==> src/rtl/w_grf_writeback_pkg.sv <==
// ---------------------------------------------------------------------------
// w_grf_writeback_pkg
// Shared definitions for the P7 write-back stage and general register file:
// the result-source select encoding and the register file geometry.
// Optional feature macro used by the register file: GRF_BYPASS_EN.
// ---------------------------------------------------------------------------
package w_grf_writeback_pkg;

  // Data path width and register address width of the MIPS GRF.
  localparam int DATA_W     = 32;
  localparam int REG_ADDR_W = 5;

  // Return-address offset for jal/jalr/bgezal (link = PC + 8).
  localparam logic [DATA_W-1:0] LINK_OFFSET = 32'd8;

  // Write-back result source select; encodings 5-7 fall back to ALU.
  typedef enum logic [2:0] {
    WB_SEL_ALU  = 3'd0,
    WB_SEL_MEM  = 3'd1,
    WB_SEL_HILO = 3'd2,
    WB_SEL_CP0  = 3'd3,
    WB_SEL_PC8  = 3'd4
  } wb_sel_e;

  // Link address, wrapping modulo 2^32.
  function automatic logic [DATA_W-1:0] link_addr(input logic [DATA_W-1:0] pc);
    return pc + LINK_OFFSET;
  endfunction

endpackage

==> src/rtl/w_grf_writeback_grf.sv <==
// ---------------------------------------------------------------------------
// w_grf_writeback_grf
// General register file: 31 x 32-bit registers ($1-$31), $0 hard-wired to 0.
// One synchronous write port, two combinational read ports, async active-low
// reset that clears every register.
// Macro GRF_BYPASS_EN: when defined, a read of the register being written in
// the same cycle returns the incoming write data (write-through).
//
// Ports:
//   clk      - clock, writes on rising edge
//   reset    - asynchronous, active-low
//   we       - write enable (already qualified, never set for $0 upstream)
//   waddr    - write register number
//   wdata    - write data
//   raddr_a  - read port A register number
//   raddr_b  - read port B register number
//   rdata_a  - read port A data
//   rdata_b  - read port B data
// ---------------------------------------------------------------------------
module w_grf_writeback_grf
  import w_grf_writeback_pkg::*;
(
  input  logic                  clk,
  input  logic                  reset,
  input  logic                  we,
  input  logic [REG_ADDR_W-1:0] waddr,
  input  logic [DATA_W-1:0]     wdata,
  input  logic [REG_ADDR_W-1:0] raddr_a,
  input  logic [REG_ADDR_W-1:0] raddr_b,
  output logic [DATA_W-1:0]     rdata_a,
  output logic [DATA_W-1:0]     rdata_b
);

  // $0 has no storage; the array starts at register 1.
  logic [DATA_W-1:0] regs [1:31];

  // Storage update. The waddr check is repeated here so the array can never
  // be asked to store into the non-existent $0 slot.
  always_ff @(posedge clk or negedge reset) begin
    if (!reset) begin
      for (int i = 1; i < 32; i++) begin
        regs[i] <= '0;
      end
    end else if (we && (waddr != '0)) begin
      regs[waddr] <= wdata;
    end
  end

  // Read port A. Address 0 short-circuits to 0 before any array access or
  // bypass, so $0 reads 0 in both configurations.
  always_comb begin
    rdata_a = '0;
    if (raddr_a != '0) begin
      rdata_a = regs[raddr_a];
`ifdef GRF_BYPASS_EN
      if (we && (raddr_a == waddr)) begin
        rdata_a = wdata;
      end
`endif
    end
  end

  // Read port B, identical structure to port A so both ports always agree
  // when they read the same address.
  always_comb begin
    rdata_b = '0;
    if (raddr_b != '0) begin
      rdata_b = regs[raddr_b];
`ifdef GRF_BYPASS_EN
      if (we && (raddr_b == waddr)) begin
        rdata_b = wdata;
      end
`endif
    end
  end

endmodule

==> src/rtl/w_grf_writeback.sv <==
// ---------------------------------------------------------------------------
// w_grf_writeback
// Write-back stage of the P7 five-stage MIPS core: selects the result to
// commit, qualifies the register write, hosts the general register file
// serving the D-stage read ports, and counts retired instructions.
// Optional feature macro: GRF_BYPASS_EN (same-cycle write-through in the GRF).
//
// Ports:
//   clk                - clock
//   reset              - asynchronous, active-low
//   W_instr            - W-stage instruction, 0 = bubble/flushed slot
//   W_PC               - W-stage PC
//   W_ALU_result       - ALU result
//   W_HI_LO            - mfhi/mflo data
//   W_MEM_read_data    - load data (already extended)
//   W_CP0_read_data    - mfc0 data
//   W_result_sel       - result source select (wb_sel_e)
//   W_REG_write_number - destination register
//   W_REG_write_enable - commit enable
//   D_rs_number        - read port A address
//   D_rt_number        - read port B address
//   D_rs_data          - read port A data
//   D_rt_data          - read port B data
//   W_REG_write_data   - selected result, also the W forwarding source
//   W_commit           - write enable qualified by nonzero destination
//   retire_count       - retired non-bubble instruction count (wraps)
// ---------------------------------------------------------------------------
module w_grf_writeback
  import w_grf_writeback_pkg::*;
#(
  parameter int RETIRE_W = 32
) (
  input  logic                clk,
  input  logic                reset,
  input  logic [31:0]         W_instr,
  input  logic [31:0]         W_PC,
  input  logic [31:0]         W_ALU_result,
  input  logic [31:0]         W_HI_LO,
  input  logic [31:0]         W_MEM_read_data,
  input  logic [31:0]         W_CP0_read_data,
  input  logic [2:0]          W_result_sel,
  input  logic [4:0]          W_REG_write_number,
  input  logic                W_REG_write_enable,
  input  logic [4:0]          D_rs_number,
  input  logic [4:0]          D_rt_number,
  output logic [31:0]         D_rs_data,
  output logic [31:0]         D_rt_data,
  output logic [31:0]         W_REG_write_data,
  output logic                W_commit,
  output logic [RETIRE_W-1:0] retire_count
);

  // Result source mux. Unused encodings default to the ALU result.
  always_comb begin
    W_REG_write_data = W_ALU_result;
    case (wb_sel_e'(W_result_sel))
      WB_SEL_MEM:  W_REG_write_data = W_MEM_read_data;
      WB_SEL_HILO: W_REG_write_data = W_HI_LO;
      WB_SEL_CP0:  W_REG_write_data = W_CP0_read_data;
      WB_SEL_PC8:  W_REG_write_data = link_addr(W_PC);
      default:     W_REG_write_data = W_ALU_result;
    endcase
  end

  // Writes to $0 are architecturally discarded, so they never commit.
  assign W_commit = W_REG_write_enable && (W_REG_write_number != '0);

  // Every non-bubble instruction retires, including stores and branches
  // that do not write the register file.
  always_ff @(posedge clk or negedge reset) begin
    if (!reset) begin
      retire_count <= '0;
    end else if (W_instr != '0) begin
      retire_count <= retire_count + 1'b1;
    end
  end

  w_grf_writeback_grf u_grf (
    .clk     (clk),
    .reset   (reset),
    .we      (W_commit),
    .waddr   (W_REG_write_number),
    .wdata   (W_REG_write_data),
    .raddr_a (D_rs_number),
    .raddr_b (D_rt_number),
    .rdata_a (D_rs_data),
    .rdata_b (D_rt_data)
  );

endmodule

==> config.mk <==
export PLATFORM = sky130hd
export DESIGN_NAME = w_grf_writeback
export DESIGN_NICKNAME = d
export VERILOG_FILES = /design/src/rtl/w_grf_writeback_pkg.sv /design/src/rtl/w_grf_writeback_grf.sv /design/src/rtl/w_grf_writeback.sv
export SDC_FILE = /design/constraint.sdc
export NUM_CORES = 2
export LEC_CHECK = 0
export BUFFER_PORTS_ARGS = -buffer_cell sky130_fd_sc_hd__buf_2
export CORE_UTILIZATION = 41
export DETAILED_ROUTE_END_ITERATION = 10
export PLACE_DENSITY = 0.6
export SLEW_MARGIN = 10
export SYNTH_ARGS = -nofsm -noshare
export SYNTH_HDL_FRONTEND = slang
export SYNTH_HIERARCHICAL = 1
export SYNTH_SLANG_ARGS = --single-unit
==> constraint.sdc <==
create_clock -name clk -period 8.2 [get_ports clk]
set_input_delay 2.46 -clock clk [delete_from_list [all_inputs] [get_ports clk]]
set_output_delay 2.46 -clock clk [all_outputs]
set_load 0.02 [all_outputs]
==> impl_metrics.py <==
metrics = {
    "global_routing": {
        "grt_pass1_vias": 41300,
        "grt_usage": 0.275,
        "grt_max_degree": 156,
        "grt_pass1_wl_um": 287000,
        "antenna_found_initial": 7,
        "overflow": 0,
    },
    "sta": {
        "finalCritPeriodShare": 0.926,
        "fin_skew_ns": 0.00518,
        "setup_tns_ns": 0,
        "hold_violations": 0,
        "timing.final.max_slew_violations": 0,
        "fmax_mhz": 132,
        "min_period_ns": 7.60,
        "fin_hold_ws_ns": 0.464,
        "setup_viol": 0,
        "setup_slack_ns": 0.603,
        "rsz0062_at_grt": "no",
        "slew-limit-headroom": 0.100,
        "worstMarginPinSlew_ns": 1.35,
    },
    "detailed_routing": {
        "routed_wl_um": 195000,
        "drt-wirelength-per-cell_um": 29.8,
        "vias": 41600,
        "first_pass_iters": 5,
        "ant_nets": 0,
        "avgViaCountPerCell": 6.34,
        "drc_errors": 0,
        "drtIter0Drc": 3775,
    },
    "die": {
        "start_util": 0.414,
        "core_area_mm2": 0.138,
        "die_x_um": 375,
        "dieHeight_um": 375,
        "num_rows": 136,
        "die_area_mm2": 0.140,
        "pin_count": 342,
    },
    "yosys": {
        "syn_avg_cell_area_um2": 12.6,
        "synth_seq_area_share": 0.450,
        "netlist-cell-type-count": 61,
        "synth_area_leaders": "dfrtp_1, mux2_2, mux2i_1, mux4_2, o22ai_1",
        "synth_top_cell_area_share": 0.450,
        "synthFlopType": "dfrtp_1",
        "synth_edf_count": 0,
        "ys_seq_elements": 1024,
        "yosys-top-cells-count": "mux2_2, dfrtp_1, mux2i_1",
        "syn_area_mm2": 0.0570,
        "synth.most_common_cell": "mux2_2",
        "yosys.area.top_type": "dfrtp_1",
        "syn_nets": 4719,
        "yosys_warnings": 6,
        "async_reset_ff_frac": 1.00,
        "synth_cells": 4504,
    },
    "placement": {
        "gp_congestion": 0.886,
        "dp_slack_ns": 0.483,
        "hpwl_um": 119000,
        "io_buffers": 341,
        "place_inst": 6346,
    },
    "clocking": {
        "clkTransAtPathRegs_ns": 0.06,
        "cts_buffer_depth": 3,
        "ctsHoldBuffers": 0,
        "post_cts_resized": 0,
        "htree_levels": 3,
        "insertion_delay_ns": 0.73,
        "cts_sinks": 1024,
        "cts_setup_buffers": 0,
        "clk_root_buffer_cell": "clkbuf_16",
        "cts_tree": "yes",
        "cts_made_buffers": 112,
    },
    "critical_path": {
        "end_kind": "primary output",
        "worstSetupStartpointType": "input port",
        "path_max_fanout": 42,
        "path_cells": "buf_8 > nand2b_4 > buf_12 > o22ai_1 > nor3_1 > nor4_1 > buf_2",
        "cp.required_ns": 5.74,
        "critPathBufInv": 3,
        "slowest_stage": "nor4_1",
        "worstSetupPathType": "input port to primary output",
        "crit_family": "simple AND/OR/NAND/NOR gates",
        "cp_data_arrival_time_ns": 5.14,
        "cpPeakStageDelay_ns": 0.88,
    },
    "run": {
        "max_cap_viol_count": 0,
    },
    "worst_hold_path": {
        "hold_class": "flop to flop",
    },
    "layout": {
        "drive_gt1_frac": 0.418,
        "fin_nets": 4882,
        "stdcell_count": 6559,
        "utilization": 0.470,
        "area_growth_pct": 13.6,
    },
    "status": {
        "run_status": "finished, final reports clean",
    },
    "power": {
        "power.density_mw_per_mm2": 244,
        "ir_worst_vdd_uv": 176,
        "p_leak_nw": 29.1,
    },
}
==> cell usage in the layout (no fill, tap or decap), types with 64 or more instances in the layout <==
cell,n
a211oi_1,64
a22oi_1,68
buf_2,334
buf_4,135
clkbuf_16,113
dfrtp_1,1024
mux2_1,79
mux2_2,1052
mux2i_1,584
mux4_2,147
nor3_1,157
o22ai_1,287
==> through the flow <==
step	power (mW)	area, um^2
2_1_floorplan	9.41	57000
3_3_place_gp	10.5	60900
3_5_place_dp	10.6	60900
4_1_cts	15.8	64700
5_1_grt	16.5	64700
6_report	15.8	64700
==> worst reg2reg max path: stages (launching register included) <==
cell	delay (ns)
dfrtp_1	0.41
ha_1	0.21
nand4_1	0.16
o21bai_1	0.44
nor4_1	0.44
xor2_1	0.17
==> final timing paths <==
| check | startpoint | endpoint | slack (ns) | cells after the start |
|---|---|---|---|---|
| max | D_rt_number[1] | D_rt_data[27] | 0.60 | 7 |
| min | retire_count[31]$_DFFE_PN0P_ | retire_count[31]$_DFFE_PN0P_ | 0.46 | 1 |
| max reg2reg | retire_count[0]$_DFFE_PN0P_ | retire_count[18]$_DFFE_PN0P_ | 6.30 | 5 |
| min reg2reg | retire_count[31]$_DFFE_PN0P_ | retire_count[31]$_DFFE_PN0P_ | 0.46 | 1 |
| max in group asynchronous | reset | u_grf/regs[289]$_DFFE_PN0P_ | 4.88 | 3 |
| min in group asynchronous | reset | u_grf/regs[77]$_DFFE_PN0P_ | 1.76 | 1 |
==> report_power, final <==
group	switching [mW]	internal (mW)
combinational	1.68	1.90
sequential	0.823	6.16
clock	2.18	3.03
total	4.68	11.1
==> routing by layer <==
metal	GRT usage	wire length [um]
met1	0.387	85400
met2	0.417	87000
met3	0.0521	15700
met4	0.106	7260
met5	0	70
==> area by class of cell <==
class	instances	area (um^2)
antenna	4	10.0
clock buffer	163	3290
clock inverter	45	492
fill	12300	72900
inverter	16	60.1
multi-input combinational	3001	29500
sequential	1024	25600
tap	1794	2240
timing repair buffer	512	3520
==> state kept, by name, indices dropped and copies added, names as in the netlist <==
name          flops
u_grf/regs      992
retire_count     32
==> cells by family after synthesis <==
kind of cell / Yosys count / share of synthesized area
AND/OR/NAND/NOR: 492 / 0.0470
flip-flops: 1024 / 0.450
adder cells (fa/ha/maj): 2 / 0.000439
XOR/XNOR: 53 / 0.00815
buffers and inverters: 479 / 0.0399
AO/OA/AOI/OAI: 592 / 0.0703
multiplexers: 1862 / 0.384
Power figures use the tool's default switching activity.
